===== src/rtl/fft_pkg.sv =====
// Shared types and helpers for the FFT datapath's complex stages.
package fft_pkg;

  localparam int DEF_DATA_W    = 16;
  localparam int DEF_FRAME_LEN = 8;

  // Packed complex sample, real part in the upper half of the word.
  typedef struct packed {
    logic signed [DEF_DATA_W-1:0] re;
    logic signed [DEF_DATA_W-1:0] im;
  } cplx_t;

  // Wrapped difference plus per-component {real, imag} overflow.
  typedef struct packed {
    cplx_t      diff;
    logic [1:0] ovf;
  } cplx_diff_t;

  typedef enum logic {
    S_FIRST,
    S_RUN
  } state_t;

  // Component-wise a - b, wrapped to DEF_DATA_W, with a flag per component
  // when the true difference does not fit the signed range.
  function automatic cplx_diff_t cplx_sub(input cplx_t a, input cplx_t b);
    logic [DEF_DATA_W:0] fullRe;
    logic [DEF_DATA_W:0] fullIm;
    cplx_diff_t          res;
    fullRe      = {a.re[DEF_DATA_W-1], a.re} - {b.re[DEF_DATA_W-1], b.re};
    fullIm      = {a.im[DEF_DATA_W-1], a.im} - {b.im[DEF_DATA_W-1], b.im};
    res.diff.re = fullRe[DEF_DATA_W-1:0];
    res.diff.im = fullIm[DEF_DATA_W-1:0];
    res.ovf[1]  = fullRe[DEF_DATA_W] ^ fullRe[DEF_DATA_W-1];
    res.ovf[0]  = fullIm[DEF_DATA_W] ^ fullIm[DEF_DATA_W-1];
    return res;
  endfunction

endpackage


===== src/rtl/cplx_sub_ovf.sv =====
// One component of the complex subtractor: wrapped difference plus a flag
// when the true (W+1)-bit result falls outside the W-bit signed range.
module cplx_sub_ovf #(
  parameter int W = 16
) (
  input  logic [W-1:0] i_a,
  input  logic [W-1:0] i_b,
  output logic [W-1:0] o_diff,
  output logic         o_ovf
);

  logic [W:0] w_full;

  // Sign-extend both operands so the top two bits disagree exactly on overflow.
  always_comb begin
    w_full = {i_a[W-1], i_a} - {i_b[W-1], i_b};
    o_diff = w_full[W-1:0];
    o_ovf  = w_full[W] ^ w_full[W-1];
  end

endmodule


===== src/rtl/complex_diff_unit.sv =====
// First-difference stage for packed complex running sums: y[n] = x[n] - x[n-1]
// per component, with the first sample of each frame referenced to zero.
module complex_diff_unit
  import fft_pkg::*;
#(
  parameter int DATA_W    = DEF_DATA_W,
  parameter int FRAME_LEN = DEF_FRAME_LEN
) (
  input  logic                clk,
  input  logic                rst,
  input  logic                i_ce,
  input  logic                i_in_valid,
  output logic                o_in_ready,
  input  logic [2*DATA_W-1:0] i_in_data,
  input  logic                i_in_sof,
  output logic                o_out_valid,
  input  logic                i_out_ready,
  output logic [2*DATA_W-1:0] o_out_data,
  output logic                o_out_sof,
  output logic                o_out_eof,
  output logic [1:0]          o_out_ovf
);

  localparam int               CNT_W    = (FRAME_LEN > 1) ? $clog2(FRAME_LEN) : 1;
  localparam logic [CNT_W-1:0] LAST_CNT = CNT_W'(FRAME_LEN - 1);

  state_t              r_state;
  state_t              w_stateNext;
  logic [CNT_W-1:0]    r_cnt;
  logic [DATA_W-1:0]   r_prevRe;
  logic [DATA_W-1:0]   r_prevIm;
  logic                r_outValid;
  logic [2*DATA_W-1:0] r_outData;
  logic                r_outSof;
  logic                r_outEof;
  logic [1:0]          r_outOvf;

  logic                w_inXfer;
  logic                w_outXfer;
  logic                w_isFirst;
  logic                w_isLast;
  logic [CNT_W-1:0]    w_effCnt;
  logic [CNT_W-1:0]    w_cntNext;
  logic [DATA_W-1:0]   w_refRe;
  logic [DATA_W-1:0]   w_refIm;
  logic [DATA_W-1:0]   w_diffRe;
  logic [DATA_W-1:0]   w_diffIm;
  logic                w_ovfRe;
  logic                w_ovfIm;

  // Without a skid buffer, a new sample is taken only when the output slot
  // is empty or being drained this cycle.
  assign o_in_ready = i_ce && (!r_outValid || i_out_ready);
  assign w_inXfer   = i_in_valid && o_in_ready;
  assign w_outXfer  = r_outValid && i_out_ready && i_ce;

  // Frame position and FSM next state; in_sof overrides the state so a
  // resync sample always restarts the count against a zero reference.
  always_comb begin
    w_stateNext = r_state;
    w_isFirst   = (r_state == S_FIRST) || i_in_sof;
    w_effCnt    = w_isFirst ? '0 : r_cnt;
    w_isLast    = (w_effCnt == LAST_CNT);
    w_cntNext   = w_isLast ? '0 : w_effCnt + 1'b1;
    w_refRe     = w_isFirst ? '0 : r_prevRe;
    w_refIm     = w_isFirst ? '0 : r_prevIm;
    if (w_inXfer) begin
      w_stateNext = w_isLast ? S_FIRST : S_RUN;
    end
  end

  cplx_sub_ovf #(.W(DATA_W)) u_subRe (
    .i_a    (i_in_data[2*DATA_W-1:DATA_W]),
    .i_b    (w_refRe),
    .o_diff (w_diffRe),
    .o_ovf  (w_ovfRe)
  );

  cplx_sub_ovf #(.W(DATA_W)) u_subIm (
    .i_a    (i_in_data[DATA_W-1:0]),
    .i_b    (w_refIm),
    .o_diff (w_diffIm),
    .o_ovf  (w_ovfIm)
  );

  // FSM state register; only moves on an accepted sample.
  always_ff @(posedge clk or posedge rst) begin
    if (rst) begin
      r_state <= S_FIRST;
    end else if (i_ce) begin
      r_state <= w_stateNext;
    end
  end

  // Sample counter and previous-sample reference, updated on input transfer.
  always_ff @(posedge clk or posedge rst) begin
    if (rst) begin
      r_cnt    <= '0;
      r_prevRe <= '0;
      r_prevIm <= '0;
    end else if (w_inXfer) begin
      r_cnt    <= w_cntNext;
      r_prevRe <= i_in_data[2*DATA_W-1:DATA_W];
      r_prevIm <= i_in_data[DATA_W-1:0];
    end
  end

  // Output register: loads on input transfer, empties on a bare output
  // transfer, and otherwise holds so stalled data stays stable.
  always_ff @(posedge clk or posedge rst) begin
    if (rst) begin
      r_outValid <= 1'b0;
      r_outData  <= '0;
      r_outSof   <= 1'b0;
      r_outEof   <= 1'b0;
      r_outOvf   <= 2'b00;
    end else if (w_inXfer) begin
      r_outValid <= 1'b1;
      r_outData  <= {w_diffRe, w_diffIm};
      r_outSof   <= w_isFirst;
      r_outEof   <= w_isLast;
      r_outOvf   <= {w_ovfRe, w_ovfIm};
    end else if (w_outXfer) begin
      r_outValid <= 1'b0;
    end
  end

  assign o_out_valid = r_outValid;
  assign o_out_data  = r_outData;
  assign o_out_sof   = r_outSof;
  assign o_out_eof   = r_outEof;
  assign o_out_ovf   = r_outOvf;

endmodule

===== config.mk =====
export PLATFORM = sky130hd
export DESIGN_NAME = complex_diff_unit
export DESIGN_NICKNAME = d
export VERILOG_FILES = /design/src/rtl/fft_pkg.sv /design/src/rtl/cplx_sub_ovf.sv /design/src/rtl/complex_diff_unit.sv
export SDC_FILE = /design/constraint.sdc
export NUM_CORES = 1
export LEC_CHECK = 0
export ABC_AREA = 1
export CORE_ASPECT_RATIO = 1.25
export CORE_MARGIN = 2
export CORE_UTILIZATION = 25
export CTS_BUF_LIST = sky130_fd_sc_hd__clkbuf_4
export DETAILED_ROUTE_END_ITERATION = 8
export GPL_ROUTABILITY_DRIVEN = 0
export PLACE_DENSITY = 0.49
export SYNTH_ARGS = -nofsm -noshare
export SYNTH_HDL_FRONTEND = slang
export SYNTH_SLANG_ARGS = --single-unit

===== constraint.sdc =====
create_clock -name clk -period 3.05 [get_ports clk]
set_input_delay 0.305 -clock clk [delete_from_list [all_inputs] [get_ports clk]]
set_output_delay 0.305 -clock clk [all_outputs]
set_load 0.01 [all_outputs]

# --- Yosys cells after proc, flatten, opt, wreduce, memory -nomap -nowiden ---
# Cells that the tools add are included.
word_totals:
  register_bits: 73
  input_bits: 38
  out_inout_bits: 38
  elab_cells: 32
op_classes:
  addsub: 3
  n_eq_ne: 1
  muxes: 7
  bitwise: 3
  reduce_logical: 9
op_table:
  columns: ["op", "n"]
  rows:
  - ["$sub 16x16->17", 2]
  - ["$mux 16", 2]
  - ["$mux 3", 2]
  - ["$logic_and 1x1->1", 4]
  - ["$add 3x1->3 const B", 1]
  - ["$eq 3x3->1 const B", 1]
  - ["$mux 1", 3]
  - ["$logic_or 1x1->1", 2]
  - ["$reduce_and 2->1", 1]
  - ["$reduce_bool 2->1", 1]
  - ["$xor 1x1->1", 2]
  - ["$logic_not 1->1", 1]
  - ["$not 1->1", 1]

# --- Longest topological paths before layout ---
# Gate-level depths: netlist of the first run.
depth:
  word_depth: 5
  ltp_mapped: 16
  ltp_nobuf: 16

# --- By module ---
# Synthesis of the first run repeated with hierarchy kept, for this count alone.
unflattened:
  cells_unflattened: 787
  hier_area_um2: 5398.9
modules_own_cells:
  columns: ["mod", "instances", "cells_each", "area_each_um2", "seq_area_each_um2"]
  rows:
  - ["complex_diff_unit", 1, 406, 3344.5, 1826.8]
  - ["cplx_sub_ovf at u_subIm", 1, 192, 1042.2, 0.0]
  - ["cplx_sub_ovf at u_subRe", 1, 189, 1012.2, 0.0]

# --- Least setup slack after synthesis of the first run ---
# No wires, ideal clock.
synth_path:
  path_type: "register -> register"
  from: "register r_state"
  to: "register r_outData[23] (netlist: o_out_data[23])"
  setup_time_ps: 117
  arrival_time_ps: 1897
  required_time_ps: 2933
  path_slack_ps: 1035
  path_stages_with_launch: 13
  n_path_buf: 1
  synth_period_minus_slack_ps: 2015
  cell_sequence: "dfrtp_1 > inv_1 > nor2_1 > clkbuf_1 > nand2_1 > ha_1 > nand2_1 > inv_1 > a21oi_1 > nand2_2 > or2_1 > nand3_1 > nand2_1"
synth_via:
  elab_chain_len: 4
synth_rtl:
  columns: ["item", "line_no", "rtl"]
  rows:
  - ["start: declaration", "complex_diff_unit.sv:27", "state_t r_state;"]
  - ["start signal: assignment", "complex_diff_unit.sv:91", "r_state <= w_stateNext;"]
  - ["$not 1->1", "complex_diff_unit.sv:61", "w_isFirst = (r_state == S_FIRST) || i_in_sof;"]
  - ["$logic_or 1x1->1", "complex_diff_unit.sv:61", null]
  - ["$mux 16", "complex_diff_unit.sv:65", "w_refRe = w_isFirst ? '0 : r_prevRe;"]
  - ["$sub 16x16->17", "cplx_sub_ovf.sv:16", "w_full = {i_a[W-1], i_a} - {i_b[W-1], i_b};"]
  - ["end signal: assignment", "complex_diff_unit.sv:119", "r_outData <= {w_diffRe, w_diffIm};"]
  - ["end: declaration", "complex_diff_unit.sv:33", "logic [2*DATA_W-1:0] r_outData;"]
# No other way between the ends.
# A chain may end at the register's enable or synchronous reset.

# --- Worst setup path in the final report of the first run ---
layout_path:
  from: "register r_state"
  to: "register r_outData[12] (netlist: o_out_data[12])"
layout_via:
  elab_chain_len: 4
layout_rtl:
  columns: ["item", "line_no", "rtl"]
  rows:
  - ["$not 1->1", "complex_diff_unit.sv:61", null]
  - ["$logic_or 1x1->1", "complex_diff_unit.sv:61", null]
  - ["$mux 16", "complex_diff_unit.sv:66", "w_refIm = w_isFirst ? '0 : r_prevIm;"]
  - ["$sub 16x16->17", "cplx_sub_ovf.sv:16", null]
# No other way between the ends.

==> results of run 1 <==
==> layer usage <==
layer | wire length (µm) | vias up | share of wire (%)
li1 | - | 2350 | -
met1 | 5730 | 1988 | 44
met2 | 6630 | 72 | 51
met3 | 493 | 16 | 3.8
met4 | 202 | 0 | 1.5
met5 | 0 | - | 0
==> synthesized netlist by cell type, types with 2 or more instances <==
cell	number	area, µm²
o21ai_1	3	15.0
o21ai_0	21	105
buf_6	2	22.5
dfrtp_1	73	1830
or2_1	3	18.8
nand3b_1	9	67.6
buf_4	5	37.5
nand2_2	3	18.8
a21oi_1	27	135
clkbuf_1	3	11.3
nand4_1	3	18.8
ha_1	34	425
nand2_1	352	1320
inv_1	86	323
fa_1	2	40.0
nor2_1	30	113
xor2_1	3	26.3
and2_1	3	18.8
o21bai_1	4	30.0
buf_2	8	40.0
xnor2_1	4	35.0
nor3_2	4	40.0
nand3_1	30	150
==> kinds of logic after synthesis <==
family | Yosys count
adders and majority gates | 36
DFF | 73
AOI/OAI and AO/OA | 56
xor gates and xnor gates | 7
and+or+nand+nor | 437
buffers and inverters | 106
==> cell type report <==
cell class / count / area [µm²]
Timing Repair Buffer: 79 / 806
Sequential cell: 73 / 1830
Clock buffer: 10 / 75.1
Inverter: 88 / 333
Clock inverter: 6 / 58.8
Multi-Input combinational cell: 536 / 2590
Fill cell: 2156 / 13300
Tap cell: 236 / 295
Antenna cell: 3 / 7.51
==> path summary, 6_finish.rpt <==
path                                                   end  slack [ns]  depth (start not counted)
worst max-delay path            o_out_data[12]$_DFFE_PP0P_        0.85                         16
worst min-delay path            o_out_data[22]$_DFFE_PP0P_        0.18                          2
worst max register to register  o_out_data[12]$_DFFE_PP0P_        0.85                         16
worst min register to register  o_out_data[21]$_DFFE_PP0P_        0.49                          2
max in group asynchronous             r_cnt[2]$_DFFE_PP0P_        2.05                          3
min in group clk                   r_prevIm[6]$_DFFE_PP0P_        0.39                          3
==> worst max-delay path: stages, from the launching register on <==
cell and delay, ns:
dfrtp_1 0.40, inv_1 0.07, nor2_2 0.05, inv_1 0.14, nor2_1 0.06, ha_1 0.21, fa_1 0.40, inv_1 0.09
nand2_1 0.05, nand2_1 0.07, nand3_1 0.06, nand2_1 0.18, nand2_1 0.10, nand2_1 0.06, nand2_1 0.04, nand3_1 0.07
nand2_1 0.05
==> per-stage QoR <==
step / std cells / hold WS [ns] / total power (W)
after floorplan: 715 / 0.415 / 0.00208
after global placement: 1012 / 0.462 / 0.00261
after detailed placement: 1012 / 0.465 / 0.00261
after CTS: 1028 / 0.175 / 0.00330
after global routing: 1031 / 0.215 / 0.00352
final: 1031 / 0.185 / 0.00322
==> registers in the layout (all words and copies together) (netlist names) <==
signal	count
r_prevRe	16
o_out_eof	1
r_cnt	3
o_out_sof	1
r_state	1
o_out_ovf	2
r_prevIm	16
o_out_data	32
o_out_valid	1
==> power breakdown <==
group	internal, W	leakage (nW)	switching, W
Clock	0.000253	0.0698	0.000402
Sequential	0.00118	0.900	0.000113
Combinational	0.000586	2.24	0.000694
==> results by group, run 1 <==
Run status
  • Status: finished, final reports clean

Timing
  • Worst Setup Slack, final: 0.853 ns
  • Final Hold Fails: 0
  • Final setup violation count: 0
  • Peak Freq: 0.455 GHz
  • Post-route minimum period: 2.20 ns
  • Final Max Tran Viols: 0
  • Setup TNS: 0 ns
  • RSZ-0062 raised after global routing: no
  • Period Utilization, post-route: 72.0%
  • Worst-Margin Slew: 0.601 ns
  • Relative slew margins: 60.0%
  • Fin Clk Skew: 0.0147 ns

Critical path
  • Crit path max fanout: 5
  • Worst setup SP type: flop
  • Worst setup EP type: flop
  • Required time worst endpoint: 3.43 ns
  • WP data arrival: 2.57 ns
  • Setup crit start: r_state$_DFFE_PP0P_
  • R2R Path Start: r_state$_DFFE_PP0P_
  • CP Class: reg -> reg

Global routing
  • Vias in the first global route: 4329
  • Largest net degree at the start of global routing: 92
  • M3 GR Usage: 2.58%
  • First-pass GRT wire length: 21.8 mm
  • Initial antenna violation count: 1
  • GRT Max-Usage Layer: met2
  • M2 GR Usage: 24.1%
  • GRT overflow: 0
  • GRT Overall Usage: 13.5%
  • Met1 Usage GRT: 16.2%

Floorplanning
  • Die X: 129 µm
  • Die Y: 160 µm
  • Initial Util: 25.2%
  • Rows: 57
  • Core ar.: 19300 µm²
  • Die area: 20600 µm²
  • I/O pin count: 76

Logic synthesis
  • Largest family of logic cells by synthesized area: simple AND/OR/NAND/NOR gates
  • Synthesized flop and latch total: 73
  • Xor-xnor portion of the synthesized cell area: 1.26%
  • Cell variety after synth: 26
  • Synth Area in Adders: 9.58%
  • Syn avg cell area: 6.79 µm²
  • YS warnings: 0
  • Mux contribution to synthesized area: 0%
  • Post-synthesis simple-gate area fraction: 36.4%
  • Post-synth top flop: dfrtp_1
  • Synth Area in Compound Gates: 6.03%
  • Sequential fraction of the synthesis area: 37.6%
  • Synthesized Nets: 789
  • EDFF count, synth: 0
  • Fraction of registers with async set/reset: 100%
  • Mapped Area: 4860 µm²
  • Gate Count Post-Synth: 715

Clock network
  • TritonCTS clock tree: yes
  • Post-cts resize count: 0
  • Post-CTS Setup Repair Bufs: 0
  • Hold Buf Count CTS: 0
  • Worst-Skew Late Latency: 0.48 ns
  • H-tree depth: 3
  • Clock net sink count: 73
  • Root Driver: clkbuf_4
  • Clk pin slew, worst setup/hold paths: 0.13 ns
  • Clock buffer depth: 2
  • CTS buffer count: 9

Finish
  • Layout cell share with drive strength beyond 1: 3.79%
  • Core Util, Final: 31.1%
  • Fin area: 5990 µm²
  • Most frequent cells in the layout: 352 x nand2_1, 85 x inv_1, 75 x clkdlybuf4s50_1, 73 x dfrtp_1, 34 x ha_1
  • NumNets Final: 861
  • Commonest non-fill, non-tap cell in the layout: nand2_1
  • Syn-to-layout area delta: 23.3%

Place
  • Cell area after placement: 5850 µm²
  • Pre-CTS WS: 0.428 ns
  • HPWL Detailed: 9.43 mm
  • IO buf count: 75

Routing
  • Drt first-iter violations: 200
  • Routed length per instance: 12.7 µm
  • First-pass DRT Iterations: 4
  • Number of nets with antenna violations after routing: 0
  • Final WL: 13.1 mm
  • Vias per cell: 4.29
  • Total number of vias: 4426
  • Post-route DRC violation count: 0

Power and ir drop
  • VDD IR max: 0.000178 V
  • P per Cell Area: 538 nW/µm²
  • Leak pwr: 3.21 nW

Run
  • Max_cap viols: 0

Min path
  • Hold WC Path Type: in -> async
Note: power is estimated with default switching activity, not from simulation.
==> run 2, diff against run 1 <==
==> constraint.sdc (replaced) <==
create_clock -name clk -period 2.3 [get_ports clk]
set_input_delay 0.23 -clock clk [delete_from_list [all_inputs] [get_ports clk]]
set_output_delay 0.23 -clock clk [all_outputs]
set_load 0.01 [all_outputs]
==> run 2 against run 1 <==
Routed wire length is 0.44% lower. Sequential share of layout area fell by 1.9 points. Sequential cell count is the same. First-iteration DRC count fell by 15%. Clock power rose by 39%. Die area unchanged.
==> results by group, run 2 (synthesis results as in run 1) <==
Critical path
  • Crit path max fanout: 17 (+12)
  • Slowest cell on crit path: dfrtp_1
  • CP Class: reg -> reg
  • Worst setup EP type: flop
  • Most used cell, CP: nand2_1
  • Worst path top cell family by delay: simple AND/OR/NAND/NOR gates
  • WP data arrival: 2.49 ns (-0.08 ns)
  • Crit path buf inv count: 2 (-1)
  • Required time worst endpoint: 2.68 ns (-0.75 ns)
  • Cell breakdown of the critical path: inv_1 > nor2_4 > buf_12 > nand2_1 > ha_1 > a21oi_1 > nand2_1 > nand2_1 > nand2_1 > a21oi_1 > nand2_1 > nand3_1 > nand2_1
  • R2R Setup Slk: 0.19 ns (-0.66 ns)
  • Worst setup SP type: flop
  • Max incr delay on CP: 0.37 ns (-0.03 ns)

Routing
  • WL met2: 6.55 mm (-1.2%)
  • Number of nets with antenna violations after routing: 0 (unchanged)
  • Routed wl met3: 353 µm (-28%)
  • Routed length per instance: 12.1 µm (-4.1%)
  • DRT met1 WL: 5.86 mm (+2.4%)
  • Drt first-iter violations: 170 (-15%)
  • Final WL: 13.0 mm (-0.44%)
  • Uppermost routed layer: met4
  • Total number of vias: 4515 (+2.0%)
  • First-pass DRT Iterations: 6 (+2)
  • Vias per cell: 4.22 (-1.7%)
  • Post-route DRC violation count: 0 (unchanged)

Clock network
  • TritonCTS clock tree: yes
  • Worst-Skew Late Latency: 0.47 ns (about the same)
  • CTS buffer count: 9 (unchanged)
  • H-tree depth: 3 (unchanged)
  • Root Driver: clkbuf_4
  • Clock net sink count: 73 (unchanged)
  • Clock buffer depth: 2 (unchanged)
  • Clk pin slew, worst setup/hold paths: 0.14 ns (about the same)

Power and ir drop
  • Comb pwr share: 41.6% (+1.9 points)
  • Switching share of power: 37.4% (-0.14 points)
  • VDD IR max: 0.000210 V (+18%)
  • Leak pwr: 3.42 nW (+6.6%)
  • Sequential Power Share: 38.2% (-1.8 points)
  • Sw power: 0.00168 W (+39%)
  • Clock share of power: 20.2% (about the same)
  • P per Cell Area: 703 nW/µm² (+31%)
  • P_int: 0.00281 W (+39%)

Floorplanning
  • I/O pin count: 76 (unchanged)
  • Core ar.: 19300 µm² (unchanged)
  • Rows: 57 (unchanged)
  • Initial Util: 25.2% (unchanged)
  • Die Y: 160 µm (unchanged)
  • Die area: 20600 µm² (unchanged)
  • Die X: 129 µm (unchanged)

Finish
  • Max reg flops: 32 (unchanged)
  • Most frequent cells in the layout: 349 x nand2_1, 84 x inv_1, 75 x clkdlybuf4s50_1, 73 x dfrtp_1, 38 x buf_4
  • Commonest non-fill, non-tap cell in the layout: nand2_1
  • Syn-to-layout area delta: 31.3%
  • Layout cell share with drive strength beyond 1: 9.36% (+5.6 points)
  • NumNets Final: 902 (+4.8%)

Global routing
  • Largest net degree at the start of global routing: 66 (-28%)
  • Initial antenna violation count: 1 (unchanged)
  • GRT overflow: 0 (unchanged)
  • GRT Overall Usage: 13.5% (-0.037 points)
  • First-pass GRT wire length: 21.9 mm (+0.50%)
  • Vias in the first global route: 4430 (+2.3%)

Run status
  • Status: finished, final reports clean

Timing
  • Worst Setup Slack, final: 0.189 ns (-0.665 ns)
  • Final Hold Fails: 0 (unchanged)
  • Post-route minimum period: 2.11 ns (-0.0855 ns)
  • Final setup violation count: 0 (unchanged)
  • RSZ-0062 raised after global routing: yes
  • Worst hold slack: 0.327 ns (+0.143 ns)
  • Peak Freq: 0.474 GHz (+4.0%)
  • Fin Clk Skew: 0.0139 ns (-0.000734 ns)
  • Relative slew margins: 79.9% (+20 points)
  • Final Max Tran Viols: 0 (unchanged)
  • Period Utilization, post-route: 91.8% (+20 points)
  • Worst-Margin Slew: 0.301 ns (-0.299 ns)

Min path
  • Hold WC Path Type: in -> reg

Place
  • IO buf count: 75 (unchanged)
  • Pre-CTS WS: -0.216 ns (-0.644 ns)
  • HPWL Detailed: 9.89 mm (+4.8%)

Run
  • Max_cap viols: 0 (unchanged)
[run 2: through the flow]
| step | cells | power, W | utilization [%] | cell area [µm²] | TNS, ns |
|---|---|---|---|---|---|
| after floorplan | 715 | 0.00275 | - | 4860 | 0 |
| after global placement | 1051 | 0.00361 | 32.1 | 6180 | -2.20 |
| after detailed placement | 1051 | 0.00362 | 32.1 | 6180 | -2.31 |
| after CTS | 1068 | 0.00456 | 32.9 | 6340 | 0 |
| after global routing | 1070 | 0.00488 | 33.1 | 6380 | -0.0429 |
| final | 1070 | 0.00449 | 33.1 | 6380 | 0 |
[run 2: final cells by class]
type	instances	area, µm²
clock inverters	7	78.8
diodes	1	2.50
multi-input cells	536	2610
fillers	2111	12900
well taps	236	295
inverters	88	333
flip-flops and latches	73	1830
clock buffers	9	67.6
repair buffers	120	1170
[run 2: worst paths after layout]
kind	from	endpoint	cells past startpoint
worst min-delay path	i_in_data[23]	r_prevRe[7]$_DFFE_PP0P_	3
worst max register to register	r_state$_DFFE_PP0P_	o_out_ovf[1]$_DFFE_PP0P_	13
worst min register to register	o_out_data[11]$_DFFE_PP0P_	o_out_data[11]$_DFFE_PP0P_	2
max in group asynchronous	rst	o_out_data[18]$_DFFE_PP0P_	4
min in group asynchronous	rst	o_out_sof$_DFFE_PP0P_	3
worst max-delay path	r_state$_DFFE_PP0P_	o_out_ovf[1]$_DFFE_PP0P_	13
[run 2: power groups by stage]
stage	combinational (W)	sequential, W	clock, W
after floorplan	0.000955	0.00180	0
after global routing	0.00212	0.00175	0.00100
after detailed placement	0.00188	0.00174	0
after CTS	0.00189	0.00172	0.000957
final	0.00187	0.00171	0.000906
after global placement	0.00187	0.00174	0
[run 2: worst register-to-register path, cell delays in order, from the launching register on]
cell and delay [ns]:
dfrtp_1 0.37, inv_1 0.07, nor2_4 0.17, buf_12 0.18, nand2_1 0.08, ha_1 0.34
a21oi_1 0.25, nand2_1 0.11, nand2_1 0.07, nand2_1 0.06, a21oi_1 0.14, nand2_1 0.06
nand3_1 0.09, nand2_1 0.05
[run 2: what timing repair did]
action,in CTS,in global routing
endpoints found under the hold margin,7,0
endpoints found under the setup margin,0,14
setup buffers,0,1
hold buffers,1,0
gates resized for setup,0,11
[run 2: metal layers]
layer,global-route usage [%],vias to the layer above
li1,-,2428
met1,16.4,2005
met2,24.0,70
met3,1.98,12
met4,4.74,0
met5,0,-
==> run 3, diff against run 2 <==
--- a/config.mk
+++ b/config.mk
@@ -6,13 +6,15 @@
 export NUM_CORES = 1
 export LEC_CHECK = 0
 export ABC_AREA = 1
+export CELL_PAD_IN_SITES_DETAIL_PLACEMENT = 0
+export CELL_PAD_IN_SITES_GLOBAL_PLACEMENT = 2
 export CORE_ASPECT_RATIO = 1.25
 export CORE_MARGIN = 2
 export CORE_UTILIZATION = 25
 export CTS_BUF_LIST = sky130_fd_sc_hd__clkbuf_4
 export DETAILED_ROUTE_END_ITERATION = 8
 export GPL_ROUTABILITY_DRIVEN = 0
-export PLACE_DENSITY = 0.49
+export PLACE_DENSITY = 0.75
 export SYNTH_ARGS = -nofsm -noshare
 export SYNTH_HDL_FRONTEND = slang
 export SYNTH_SLANG_ARGS = --single-unit
==> run 3 against run 2 <==
Final cell count rose by 1.3%. Critical path depth up 1. Power up 2.3%. Worst hold slack worse by 0.23 ns. Routed wire length grew 7.6%. Design area up 4.9%. Critical endpoint is now o_out_data[24]$_DFFE_PP0P_. Count of clock-buffer cells in the layout up 3. Clock skew down 0.0043 ns. Worst setup slack lost 0.073 ns.
==> results by group, run 3 (synthesis results as in run 1) <==
Run status
  • Status: finished, final reports clean

Timing
  • Fin Clk Skew: 0.00965 ns (-0.00427 ns)
  • Final Max Tran Viols: 0 (unchanged)
  • Post-route minimum period: 2.18 ns (+0.0733 ns)
  • Relative slew margins: 64.6% (-15 points)
  • Worst Setup Slack, final: 0.115 ns (-0.0733 ns)
  • Final Hold Fails: 0 (unchanged)
  • Period Utilization, post-route: 95.0% (+3.2 points)
  • Worst-Margin Slew: 0.531 ns (+0.229 ns)
  • Peak Freq: 0.458 GHz (-3.4%)
  • Final setup violation count: 0 (unchanged)
  • Worst hold slack: 0.101 ns (-0.227 ns)

Finish
  • Most frequent cells in the layout: 345 x nand2_1, 81 x inv_1, 75 x clkdlybuf4s50_1, 73 x dfrtp_1, 53 x buf_4
  • Syn-to-layout area delta: 37.8%
  • Layout cell share with drive strength beyond 1: 14.2% (+4.8 points)
  • Core Util, Final: 34.8% (+1.6 points)
  • Fin area: 6690 µm² (+4.9%)
  • Commonest non-fill, non-tap cell in the layout: nand2_1
  • NumNets Final: 916 (+1.6%)
  • Max reg flops: 32 (unchanged)

Critical path
  • R2R Setup Slk: 0.12 ns (-0.07 ns)
  • Worst setup SP type: flop
  • Required time worst endpoint: 2.67 ns (about the same)
  • Worst setup EP type: flop
  • CP Class: reg -> reg
  • Reg-to-Reg End: o_out_data[24]$_DFFE_PP0P_
  • CP Capture Point: o_out_data[24]$_DFFE_PP0P_
  • R2R Path Start: r_state$_DFFE_PP0P_
  • Setup crit start: r_state$_DFFE_PP0P_
  • Worst reg2reg path depth: 14 (+1)
  • WP data arrival: 2.55 ns (+0.06 ns)
  • Crit path max fanout: 10 (-7)

Clock network
  • CTS buffer count: 9 (unchanged)
  • Root Driver: clkbuf_4
  • Worst-Skew Late Latency: 0.46 ns (about the same)
  • TritonCTS clock tree: yes
  • Clock net sink count: 73 (unchanged)
  • H-tree depth: 3 (unchanged)
  • Clock buffer depth: 2 (unchanged)
  • Clk pin slew, worst setup/hold paths: 0.13 ns (about the same)

Global routing
  • First-pass GRT wire length: 22.6 mm (+3.1%)
  • Initial antenna violation count: 1 (unchanged)
  • Vias in the first global route: 4577 (+3.3%)
  • Largest net degree at the start of global routing: 66 (unchanged)
  • GRT Overall Usage: 14.0% (+0.49 points)
  • GRT overflow: 0 (unchanged)

Floorplanning
  • Rows: 57 (unchanged)
  • I/O pin count: 76 (unchanged)
  • Die X: 129 µm (unchanged)
  • Die area: 20600 µm² (unchanged)
  • Initial Util: 25.2% (unchanged)
  • Die Y: 160 µm (unchanged)
  • Core ar.: 19300 µm² (unchanged)

Routing
  • Number of nets with antenna violations after routing: 0 (unchanged)
  • Final WL: 14.0 mm (+7.6%)
  • Post-route DRC violation count: 0 (unchanged)
  • Drt first-iter violations: 157 (-7.6%)
  • Vias per cell: 4.28 (+1.5%)
  • First-pass DRT Iterations: 4 (-2)
  • Routed length per instance: 12.9 µm (+6.2%)
  • Total number of vias: 4642 (+2.8%)

Place
  • Cell area after placement: 6250 µm² (+1.1%)
  • Pre-CTS WS: -0.289 ns (-0.0731 ns)
  • IO buf count: 75 (unchanged)
  • HPWL Detailed: 10.3 mm (+4.0%)

Power and ir drop
  • P per Cell Area: 685 nW/µm² (-2.5%)
  • VDD IR max: 0.000268 V (+28%)
  • Leak pwr: 3.51 nW (+2.7%)
  • Final Power: 0.00459 W (+2.3%)

Min path
  • Hold WC Path Type: in -> async

Run
  • Max_cap viols: 0 (unchanged)
run 3: report_power, final:
group	switching [W]	internal (W)	total (W)	leakage [nW]
sequential	0.000161	0.00156	0.00172	0.900
combinational	0.000997	0.00100	0.00200	2.53
clock	0.000506	0.000362	0.000868	0.0787
total	0.00166	0.00292	0.00459	3.51
run 3: worst min-delay path by stage:
stage	startpoint	to	slack [ns]	depth (start not counted)
after floorplan	i_in_data[10]	r_prevIm[10]$_DFFE_PP0P_	0.34	2
after global routing	rst	r_prevIm[5]$_DFFE_PP0P_	0.12	2
after detailed placement	o_out_data[6]$_DFFE_PP0P_	o_out_data[6]$_DFFE_PP0P_	0.46	2
final	rst	o_out_data[3]$_DFFE_PP0P_	0.10	2
after global placement	r_prevIm[2]$_DFFE_PP0P_	r_prevIm[2]$_DFFE_PP0P_	0.46	2
after CTS	rst	o_out_data[3]$_DFFE_PP0P_	0.06	2
run 3: worst max-delay path, cell delays in order, from the launching register on:
cell and delay [ns]:
dfrtp_1 0.39, inv_2 0.05, nor2_4 0.13, buf_4 0.14, buf_12 0.12, nand2_1 0.08
ha_4 0.24, nand2_1 0.09, inv_1 0.06, a21oi_1 0.24, nand2_4 0.09, buf_4 0.14
or2_1 0.19, nand3_1 0.06, nand2_1 0.05
run 3: layout make-up:
cell class,instances,area (µm²)
Antenna cell,1,2.50
Clock buffer,12,90.1
Clock inverter,4,43.8
Fill cell,2088,12600
Inverter,88,337
Multi-Input combinational cell,536,2830
Sequential cell,73,1830
Tap cell,236,295
Timing Repair Buffer,134,1270
run 3: through the flow:
| step | TNS [ns] | std cells |
|---|---|---|
| 6_report | 0 | 1084 |
| 3_5_place_dp | -4.34 | 1059 |
| 2_1_floorplan | 0 | 715 |
| 5_1_grt | -0.185 | 1084 |
| 3_3_place_gp | -3.68 | 1059 |
| 4_1_cts | 0 | 1075 |
run 3: repair_timing:
action | in CTS | in global routing
buffers inserted | 0 | 7
hold buffers | 0 | 0
resized for setup | 0 | 40
setup endpoints to repair | 0 | 17
run 3: metal layers:
layer	track usage, %	vias up	wire length (µm)
li1	-	2461	-
met1	16.8	2114	6110
met2	25.0	55	7300
met3	1.84	12	319
met4	5.48	0	250
met5	0	-	0
